`config.mk`:
```
export PLATFORM = sky130hd
export DESIGN_NAME = regfile_mp_flat
export DESIGN_NICKNAME = d
export VERILOG_FILES = /design/src/rtl/regfile_mp_if.sv /design/src/rtl/regfile_mp.sv /design/src/flat_wrapper.sv
export SDC_FILE = /design/constraint.sdc
export NUM_CORES = 1
export LEC_CHECK = 0
export ABC_AREA = 1
export CORE_ASPECT_RATIO = 1.4
export CORE_UTILIZATION = 25
export CTS_BUF_LIST = sky130_fd_sc_hd__clkbuf_8
export DETAILED_ROUTE_END_ITERATION = 10
export PLACE_DENSITY_LB_ADDON = 0.1
export SETUP_SLACK_MARGIN = 0.15
export SYNTH_ARGS = -nofsm -noshare
export SYNTH_HDL_FRONTEND = slang
export SYNTH_SLANG_ARGS = --single-unit
```
`constraint.sdc`:
```
create_clock -name clk -period 7.42 [get_ports clk]
set_input_delay 0.742 -clock clk [delete_from_list [all_inputs] [get_ports clk]]
set_output_delay 0.742 -clock clk [all_outputs]
set_load 0.05 [all_outputs]
```
`src/rtl/regfile_mp_if.sv`:
```
// Bus bundle for the multi-port register file: read/write ports, clear request and ready flag.
// The datapath drives through the master modport; the register file sits on the slave modport.
interface regfile_mp_if #(
  parameter int DATAWIDTH = 32,
  parameter int DEPTH     = 32,
  parameter int NREAD     = 2,
  parameter int NWRITE    = 1
);
  localparam int ADDRW = $clog2(DEPTH);
  localparam int NBYTE = DATAWIDTH / 8;

  logic                          clear;
  logic                          ready;
  logic [NREAD*ADDRW-1:0]        readReg;
  logic [NREAD*DATAWIDTH-1:0]    readData;
  logic [NWRITE-1:0]             write;
  logic [NWRITE*ADDRW-1:0]       writeReg;
  logic [NWRITE*NBYTE-1:0]       writeBe;
  logic [NWRITE*DATAWIDTH-1:0]   writeData;

  modport master (
    output clear, readReg, write, writeReg, writeBe, writeData,
    input  ready, readData
  );

  modport slave (
    input  clear, readReg, write, writeReg, writeBe, writeData,
    output ready, readData
  );
endinterface

```
`src/rtl/regfile_mp.sv`:
```
// Parametrised multi-port register file with byte enables, optional hardwired zero entry,
// write-first bypass and a sequential clear engine that gates ready while zeroing.
//
// state   | meaning
// S_CLEAR | clear engine zeroes entry[ptr_q] each edge; array not usable, ready low
// S_READY | normal operation; reads and effective writes allowed
module regfile_mp #(
  parameter int DATAWIDTH = 32,
  parameter int DEPTH     = 32,
  parameter int NREAD     = 2,
  parameter int NWRITE    = 1,
  parameter int ZERO_REG  = 1
) (
  input  logic         clk,
  input  logic         rst_n,
  regfile_mp_if.slave  bus
);
  localparam int ADDRW = $clog2(DEPTH);
  localparam int NBYTE = DATAWIDTH / 8;
  localparam logic [ADDRW-1:0] LAST_PTR = ADDRW'(DEPTH - 1);

  typedef enum logic {S_CLEAR, S_READY} state_t;

  state_t                 state_q;
  logic [ADDRW-1:0]       ptr_q;
  logic                   ready_q;
  logic [DATAWIDTH-1:0]   mem_q [DEPTH];

  logic [ADDRW-1:0]       waddr [NWRITE];
  logic [NBYTE-1:0]       wbe   [NWRITE];
  logic [DATAWIDTH-1:0]   wdata [NWRITE];
  logic [NWRITE-1:0]      we_eff;

  logic [ADDRW-1:0]       raddr [NREAD];
  logic [DATAWIDTH-1:0]   rdata [NREAD];

  always_comb begin
    for (int w = 0; w < NWRITE; w++) begin
      waddr[w]  = bus.writeReg[w*ADDRW +: ADDRW];
      wbe[w]    = bus.writeBe[w*NBYTE +: NBYTE];
      wdata[w]  = bus.writeData[w*DATAWIDTH +: DATAWIDTH];
      we_eff[w] = bus.write[w] && (state_q == S_READY) && !bus.clear &&
                  !((ZERO_REG != 0) && (waddr[w] == '0));
    end
  end

  always_ff @(posedge clk or negedge rst_n) begin
    if (!rst_n) begin
      state_q <= S_CLEAR;
      ptr_q   <= '0;
      ready_q <= 1'b0;
    end else begin
      case (state_q)
        S_CLEAR: begin
          if (bus.clear) begin
            ptr_q <= '0;
          end else begin
            ptr_q <= ptr_q + ADDRW'(1);
            if (ptr_q == LAST_PTR) begin
              state_q <= S_READY;
              ready_q <= 1'b1;
            end
          end
        end
        S_READY: begin
          if (bus.clear) begin
            state_q <= S_CLEAR;
            ptr_q   <= '0;
            ready_q <= 1'b0;
          end
        end
        default: begin
          state_q <= S_CLEAR;
          ptr_q   <= '0;
          ready_q <= 1'b0;
        end
      endcase
    end
  end

  // Array has no reset of its own; the clear engine zeroes it. Later ports win per byte.
  always_ff @(posedge clk) begin
    if (state_q == S_CLEAR) begin
      mem_q[ptr_q] <= '0;
    end else begin
      for (int w = 0; w < NWRITE; w++) begin
        for (int b = 0; b < NBYTE; b++) begin
          if (we_eff[w] && wbe[w][b]) begin
            mem_q[waddr[w]][b*8 +: 8] <= wdata[w][b*8 +: 8];
          end
        end
      end
    end
  end

  always_comb begin
    for (int r = 0; r < NREAD; r++) begin
      raddr[r] = bus.readReg[r*ADDRW +: ADDRW];
      rdata[r] = mem_q[raddr[r]];
      for (int w = 0; w < NWRITE; w++) begin
        for (int b = 0; b < NBYTE; b++) begin
          if (we_eff[w] && (waddr[w] == raddr[r]) && wbe[w][b]) begin
            rdata[r][b*8 +: 8] = wdata[w][b*8 +: 8];
          end
        end
      end
      if (!ready_q || ((ZERO_REG != 0) && (raddr[r] == '0))) begin
        rdata[r] = '0;
      end
    end
  end

  for (genvar r = 0; r < NREAD; r++) begin : g_rd
    assign bus.readData[r*DATAWIDTH +: DATAWIDTH] = rdata[r];
  end

  assign bus.ready = ready_q;
endmodule

```
`src/flat_wrapper.sv`:
```
// flat-port wrapper written by rule: the top's interface ports become plain ports
module regfile_mp_flat 
#(
  parameter int DATAWIDTH = 32,
  parameter int DEPTH     = 32,
  parameter int NREAD     = 2,
  parameter int NWRITE    = 1,
  parameter int ZERO_REG  = 1
)
  (clk, rst_n, bus_clear, bus_readReg, bus_write, bus_writeReg, bus_writeBe, bus_writeData, bus_ready, bus_readData);
  regfile_mp_if #(.DATAWIDTH(DATAWIDTH), .DEPTH(DEPTH), .NREAD(NREAD), .NWRITE(NWRITE)) bus_i ();
  input  logic clk;
  input  logic rst_n;
  input wire logic [$bits(bus_i.clear)-1:0] bus_clear;
  input wire logic [$bits(bus_i.readReg)-1:0] bus_readReg;
  input wire logic [$bits(bus_i.write)-1:0] bus_write;
  input wire logic [$bits(bus_i.writeReg)-1:0] bus_writeReg;
  input wire logic [$bits(bus_i.writeBe)-1:0] bus_writeBe;
  input wire logic [$bits(bus_i.writeData)-1:0] bus_writeData;
  output wire logic [$bits(bus_i.ready)-1:0] bus_ready;
  output wire logic [$bits(bus_i.readData)-1:0] bus_readData;
  assign bus_i.clear = bus_clear;
  assign bus_i.readReg = bus_readReg;
  assign bus_i.write = bus_write;
  assign bus_i.writeReg = bus_writeReg;
  assign bus_i.writeBe = bus_writeBe;
  assign bus_i.writeData = bus_writeData;
  assign bus_ready = bus_i.ready;
  assign bus_readData = bus_i.readData;
  regfile_mp #(.DATAWIDTH(DATAWIDTH), .DEPTH(DEPTH), .NREAD(NREAD), .NWRITE(NWRITE), .ZERO_REG(ZERO_REG)) u_core (.clk(clk), .rst_n(rst_n), .bus(bus_i));
endmodule
```
Yosys cells after proc, flatten, opt, wreduce, memory -nomap -nowiden
Memory sizes are Yosys's and may differ from the RTL's.
Cells that the tools add are included.
Operators by class
  reductions and logical operators: 27
  multipliers: 0
  divide/modulo/power cells: 0
  equal/unequal tests: 6
  shift-type cells: 0
  $lt $le $gt $ge: 0
  muxes and demuxes: 37
  $add $sub $neg: 1
  bitwise operators: 1
Operators with widths (number)
  $mux 32: 3
  $mux 8: 8
  $reduce_or 32->1: 1
  $mux 1: 19
  $logic_and 1x1->1: 17
  $logic_not 5->1: 3
  $mux 5: 3
  $eq 5x5->1: 2
  $pmux 5 s2: 1
  $add 5x1->5 const B: 1
  $eq 5x5->1 const B: 1
  $mux 4: 1
  $ne 2x2->1 const B: 2
  $pmux 1 s2: 2
  $logic_not 1->1: 3
  $reduce_and 3->1: 1
  $logic_or 1x1->1: 2
  $ne 2x1->1 const B: 1
  $not 1->1: 1
Storage, ports and cells
  bits in latches: 0
  bits in read-only memories: 0
  memories: 1
  output and inout port bits: 65
  bits in writable memories: 1024
  bits of input ports: 55
  word-level logic and storage cells: 76
  flip-flop bits (word level): 7
Memories
  u_core.mem_q: depth 32, width 32, read ports 2, clocked after Yosys merged registers in 0, wr ports 1, line regfile_mp.sv:27  | logic [DATAWIDTH-1:0] mem_q [DEPTH];

Depth between registers and ports, before layout
  depth after elaboration: 9
  mapped depth: 14
  gate-level depth less buffers: 11

Worst setup path after synthesis
OpenSTA, ideal clock, no wires.
  path type: input to output
  from: input bus_readReg[0]
  to: output bus_readData[25]
  cell stages on the path: 11
  arrival: 2.593 ns
  setup slack: 4.085 ns
  path buffers: 4
  path through: buf_4 -> buf_4 -> buf_2 -> buf_1 -> o211ai_1 -> nand3_1 -> nand2_1 -> inv_1 -> nand3_1 -> nand2_1 -> a21oi_1
On the way
  cells in the longest elaborated chain, start to end: 5
  elaborated cells between the ends (all ways): 8
  classes of those cells: 1 x eq/ne; 2 x mux; 4 x reduce/logical; 1 x memory
RTL lines
  from (decl): line flat_wrapper.sv:15  | input wire logic [$bits(bus_i.readReg)-1:0] bus_readReg;
  parallel branches: the longest is 4 deep, another holds $mem_v2 32x32
  $mux 32 *: line regfile_mp.sv:107  | if (!ready_q || ((ZERO_REG != 0) && (raddr[r] == '0))) begin
  to (decl): line flat_wrapper.sv:21  | output wire logic [$bits(bus_i.readData)-1:0] bus_readData;
Every way passes the cells marked *.

Final worst setup path
  from: input bus_readReg[3]
  to: output bus_readData[5]
Same word-level chain as after synthesis.

==> results.md <==
| Item | Value |
|:---|:---|
| Final setup TNS | 0 ps |
| Reg-to-reg endpoint | u_core.mem_q[8][11] |
| Ports | 120 |
| Clock share of power | 38.6% |
| CP Data Arrival Time | 5550 ps |
| Pwr per Cell Area | 205.9 nW/um^2 |
| Critical path endpoint category | output pin |
| Horizontal die dimension | 396.1 um |
| Maximum clock insertion buffer count | 4 |
| Sequential element share of the synthesized area | 56.90% |
| #FFs+latches synth | 1031 |
| Count of final setup violators | 0 |
| Asr flop ratio synth | 0.6790% |
| Syn Nets | 6126 |
| Clock input transition at the sequential cells of the worst setup and hold paths | 60 ps |
| Master cell of the clock root buffer | sky130_fd_sc_hd__clkbuf_8 |
| Number of clock sinks | 1031 |
| Fraction of power spent switching nets | 28.57% |
| Worst hold path class | in -> async |
| Switching power | 3.626 mW |
| Worst path required time | 6680 ps |
| Maximum level of the CTS H-tree | 4 |
| Routed length per instance | 27.18 um |
| Number of flops mapped to enable cells by yosys | 1024 |
| 1st-pass router iterations | 6 |
| GRT overflow | 0 |
| Detailed placement HPWL | 152700 um |
| Post-cts sizing count | 0 |
| CTS tree | done |
| Largest net degree at the start of global routing | 160 |
| Total core area | 216100 sq um |
| Final critical-path share of the clock period | 84.86% |
| Area of the die | 219300 sq um |
| # port buffers | 119 |
| Yosys top cell area share | 56.57% |
| Drt initial violations | 4362 |
| Cell area after synthesis | 54350 sq um |
| Post-route DRC | 0 |
| Share of total power in sequential cells | 50.3% |
| Clk_skew | 39.30 ps |
| Via count normalized by instance count | 5.040 |
| Count of different cell masters after synthesis | 34 |
| Min Clock Period, post-route | 6297 ps |
| Biggest area consumer among synthesized cells | sky130_fd_sc_hd__edfxtp_1 |
| Final RePlAce weighted congestion | 0.8274 |
| Worst reg2reg path depth | 10 |
| Number of antenna violations at the first check in global routing | 13 |
| Sort of element at the start of the critical path | primary input |
| Total number of yosys warnings | 0 |
| Pins over their slew limit | 0 |
| Worst-path fanout max | 49 |
| Critical path class | in -> out |
| Portion of total power attributed to combinational logic | 11.0% |
| Global routing usage summed across all routing layers | 21.76% |
| Effective utilization at floorplan | 25.15% |
| Synthesized netlist cell count | 6069 |
| Routed vias | 45530 |
| Number of nets still failing antenna checks after routing | 0 |
| Fraction of layout instances using a drive strength above 1 | 8.764% |
| Setup slack of the worst register-to-register path | 3220 ps |
| Count of nets after finishing | 6109 |
| Highest Clock Rate | 158.8 MHz |
| Post CTS Setup Buffer Count | 0 |
| Number of buffers created by CTS | 184 |
| Reported max-cap violation count | 0 |
| RSZ-0062 raised after global routing | no |
| First-pass GRT wire length | 341600 um |
| Internal Pwr Total | 9.068 mW |
| Avg Cell Area, Syn | 8.956 sq um |
| Worst Tran Pin Value | 1346 ps |
| Most used flip-flop cell after synthesis | sky130_fd_sc_hd__edfxtp_1 |
| Main area contributors after synthesis | sky130_fd_sc_hd__edfxtp_1, sky130_fd_sc_hd__nand2_1, sky130_fd_sc_hd__nand3_1 |
| Area growth from synthesis to layout | 13.41% |
| Die Y | 553.7 um |
| Commonest non-fill, non-tap cell in the layout | sky130_fd_sc_hd__nand2_1 |
| Site row count | 202 |
| Peak VDD IR | 119.6 uV |
| Max_slew headroom | 10.24% |
| Top library cells by usage in the layout, fill and taps aside | sky130_fd_sc_hd__nand2_1, sky130_fd_sc_hd__edfxtp_1, sky130_fd_sc_hd__nand3_1, sky130_fd_sc_hd__inv_1, sky130_fd_sc_hd__a21oi_1 |
| Pleak | 23.48 nW |
| Worst skew pair latency | 890 ps |
| Overall Power | 12.69 mW |
| Run status | complete, no violations |
| Vias in the first global route | 44080 |
| Startpoint of the lowest-slack register-to-register path | u_core.state_q |
| Hold_buf cts | 0 |
| Total Wirelength | 245600 um |
| Final Hold Viols | 0 |
==> worst max-delay path by stage <==
stage	from	to	cells past startpoint
after global placement	bus_readReg[3]	bus_readData[5]	8
after floorplan	bus_readReg[0]	bus_readData[25]	11
after detailed placement	bus_readReg[3]	bus_readData[5]	8
after CTS	bus_readReg[3]	bus_readData[5]	8
final	bus_readReg[3]	bus_readData[5]	8
after global routing	bus_readReg[3]	bus_readData[5]	8
==> layer usage <==
layer | part of all wire [%] | up-vias | track usage, %
met4 | 3.4 | 0 | 7.614
met1 | 43 | 22610 | 28.30
li1 | - | 20900 | -
met2 | 48 | 1696 | 37.00
met3 | 5.6 | 334 | 2.580
met5 | 0 | - | 0
==> cells by family after synthesis <==
kind of cell               Yosys count  synth area share, %
adders and majority gates            2              0.04603
xor gates and xnor gates             6              0.09668
DFF                               1031                56.90
and+or+nand+nor                   3150                25.84
AOI/OAI and AO/OA                  938                9.910
buffers and inverters              942                7.214
==> area by class of cell <==
type,count,area (sq um)
clock buffer,186,2560
clock inverter,121,544.3
multi-input combinational,4096,19680
tap,2856,3573
timing repair buffer,268,2550
fill,22860,154500
inverter,471,1804
antenna,5,12.51
sequential,1031,30920
==> sequential cells by signal (all words and copies together) (netlist names) <==
| register | count |
|---|---|
| u_core.state_q | 1 |
| u_core.mem_q | 1024 |
| u_core.ptr_q | 5 |
| u_core.bus.ready | 1 |
==> cell usage after synthesis, types with 7 or more instances <==
cell type,count
sky130_fd_sc_hd__inv_1,464
sky130_fd_sc_hd__a21oi_1,344
sky130_fd_sc_hd__o21ai_1,8
sky130_fd_sc_hd__or2_2,12
sky130_fd_sc_hd__nand3b_1,26
sky130_fd_sc_hd__dfrtp_1,7
sky130_fd_sc_hd__nor3_1,80
sky130_fd_sc_hd__nand2_1,1758
sky130_fd_sc_hd__nand4_1,30
sky130_fd_sc_hd__buf_1,74
sky130_fd_sc_hd__nand2_2,8
sky130_fd_sc_hd__nor3_2,80
sky130_fd_sc_hd__nor2_1,168
sky130_fd_sc_hd__edfxtp_1,1024
sky130_fd_sc_hd__buf_2,209
sky130_fd_sc_hd__nand3_4,8
sky130_fd_sc_hd__o211ai_1,269
sky130_fd_sc_hd__clkbuf_1,166
sky130_fd_sc_hd__nand3_1,967
sky130_fd_sc_hd__buf_6,11
sky130_fd_sc_hd__o21ai_0,314
sky130_fd_sc_hd__buf_4,11
==> power by group through the flow <==
stage / logic, mW / clock network (mW) / registers [mW]
2_1_floorplan: 0.764 / 0 / 6.51
3_3_place_gp: 1.41 / 0 / 6.51
3_5_place_dp: 1.41 / 0 / 6.51
4_1_cts: 1.41 / 5.05 / 6.39
5_1_grt: 1.49 / 5.23 / 6.39
6_report: 1.40 / 4.91 / 6.39
==> through the flow <==
| step | area [sq um] | util (%) | worst slack, ps | hold slack (ps) | std cells |
|---|---|---|---|---|---|
| final | 61640 | 28.53 | 1123 | 139.1 | 9034 |
| after global routing | 61640 | 28.52 | 1056 | 120.7 | 9031 |
| after CTS | 61630 | 28.52 | 1193 | 59.87 | 9029 |
| after detailed placement | 58530 | 27.08 | 1227 | 491.2 | 8722 |
| after global placement | 58530 | 27.08 | 1173 | 505.5 | 8722 |
| after floorplan | 54350 | - | 4085 | 446.4 | 6069 |
==> worst max-delay path: stages <==
cell and delay, ps:
sky130_fd_sc_hd__clkdlybuf4s50_1 830, sky130_fd_sc_hd__clkinv_2 1160, sky130_fd_sc_hd__a21oi_1 730, sky130_fd_sc_hd__nand2_1 150, sky130_fd_sc_hd__nand3_1 120, sky130_fd_sc_hd__nand2_1 130, sky130_fd_sc_hd__a21oi_1 660, sky130_fd_sc_hd__clkdlybuf4s50_1 960
(Power assumes the default switching activity.)
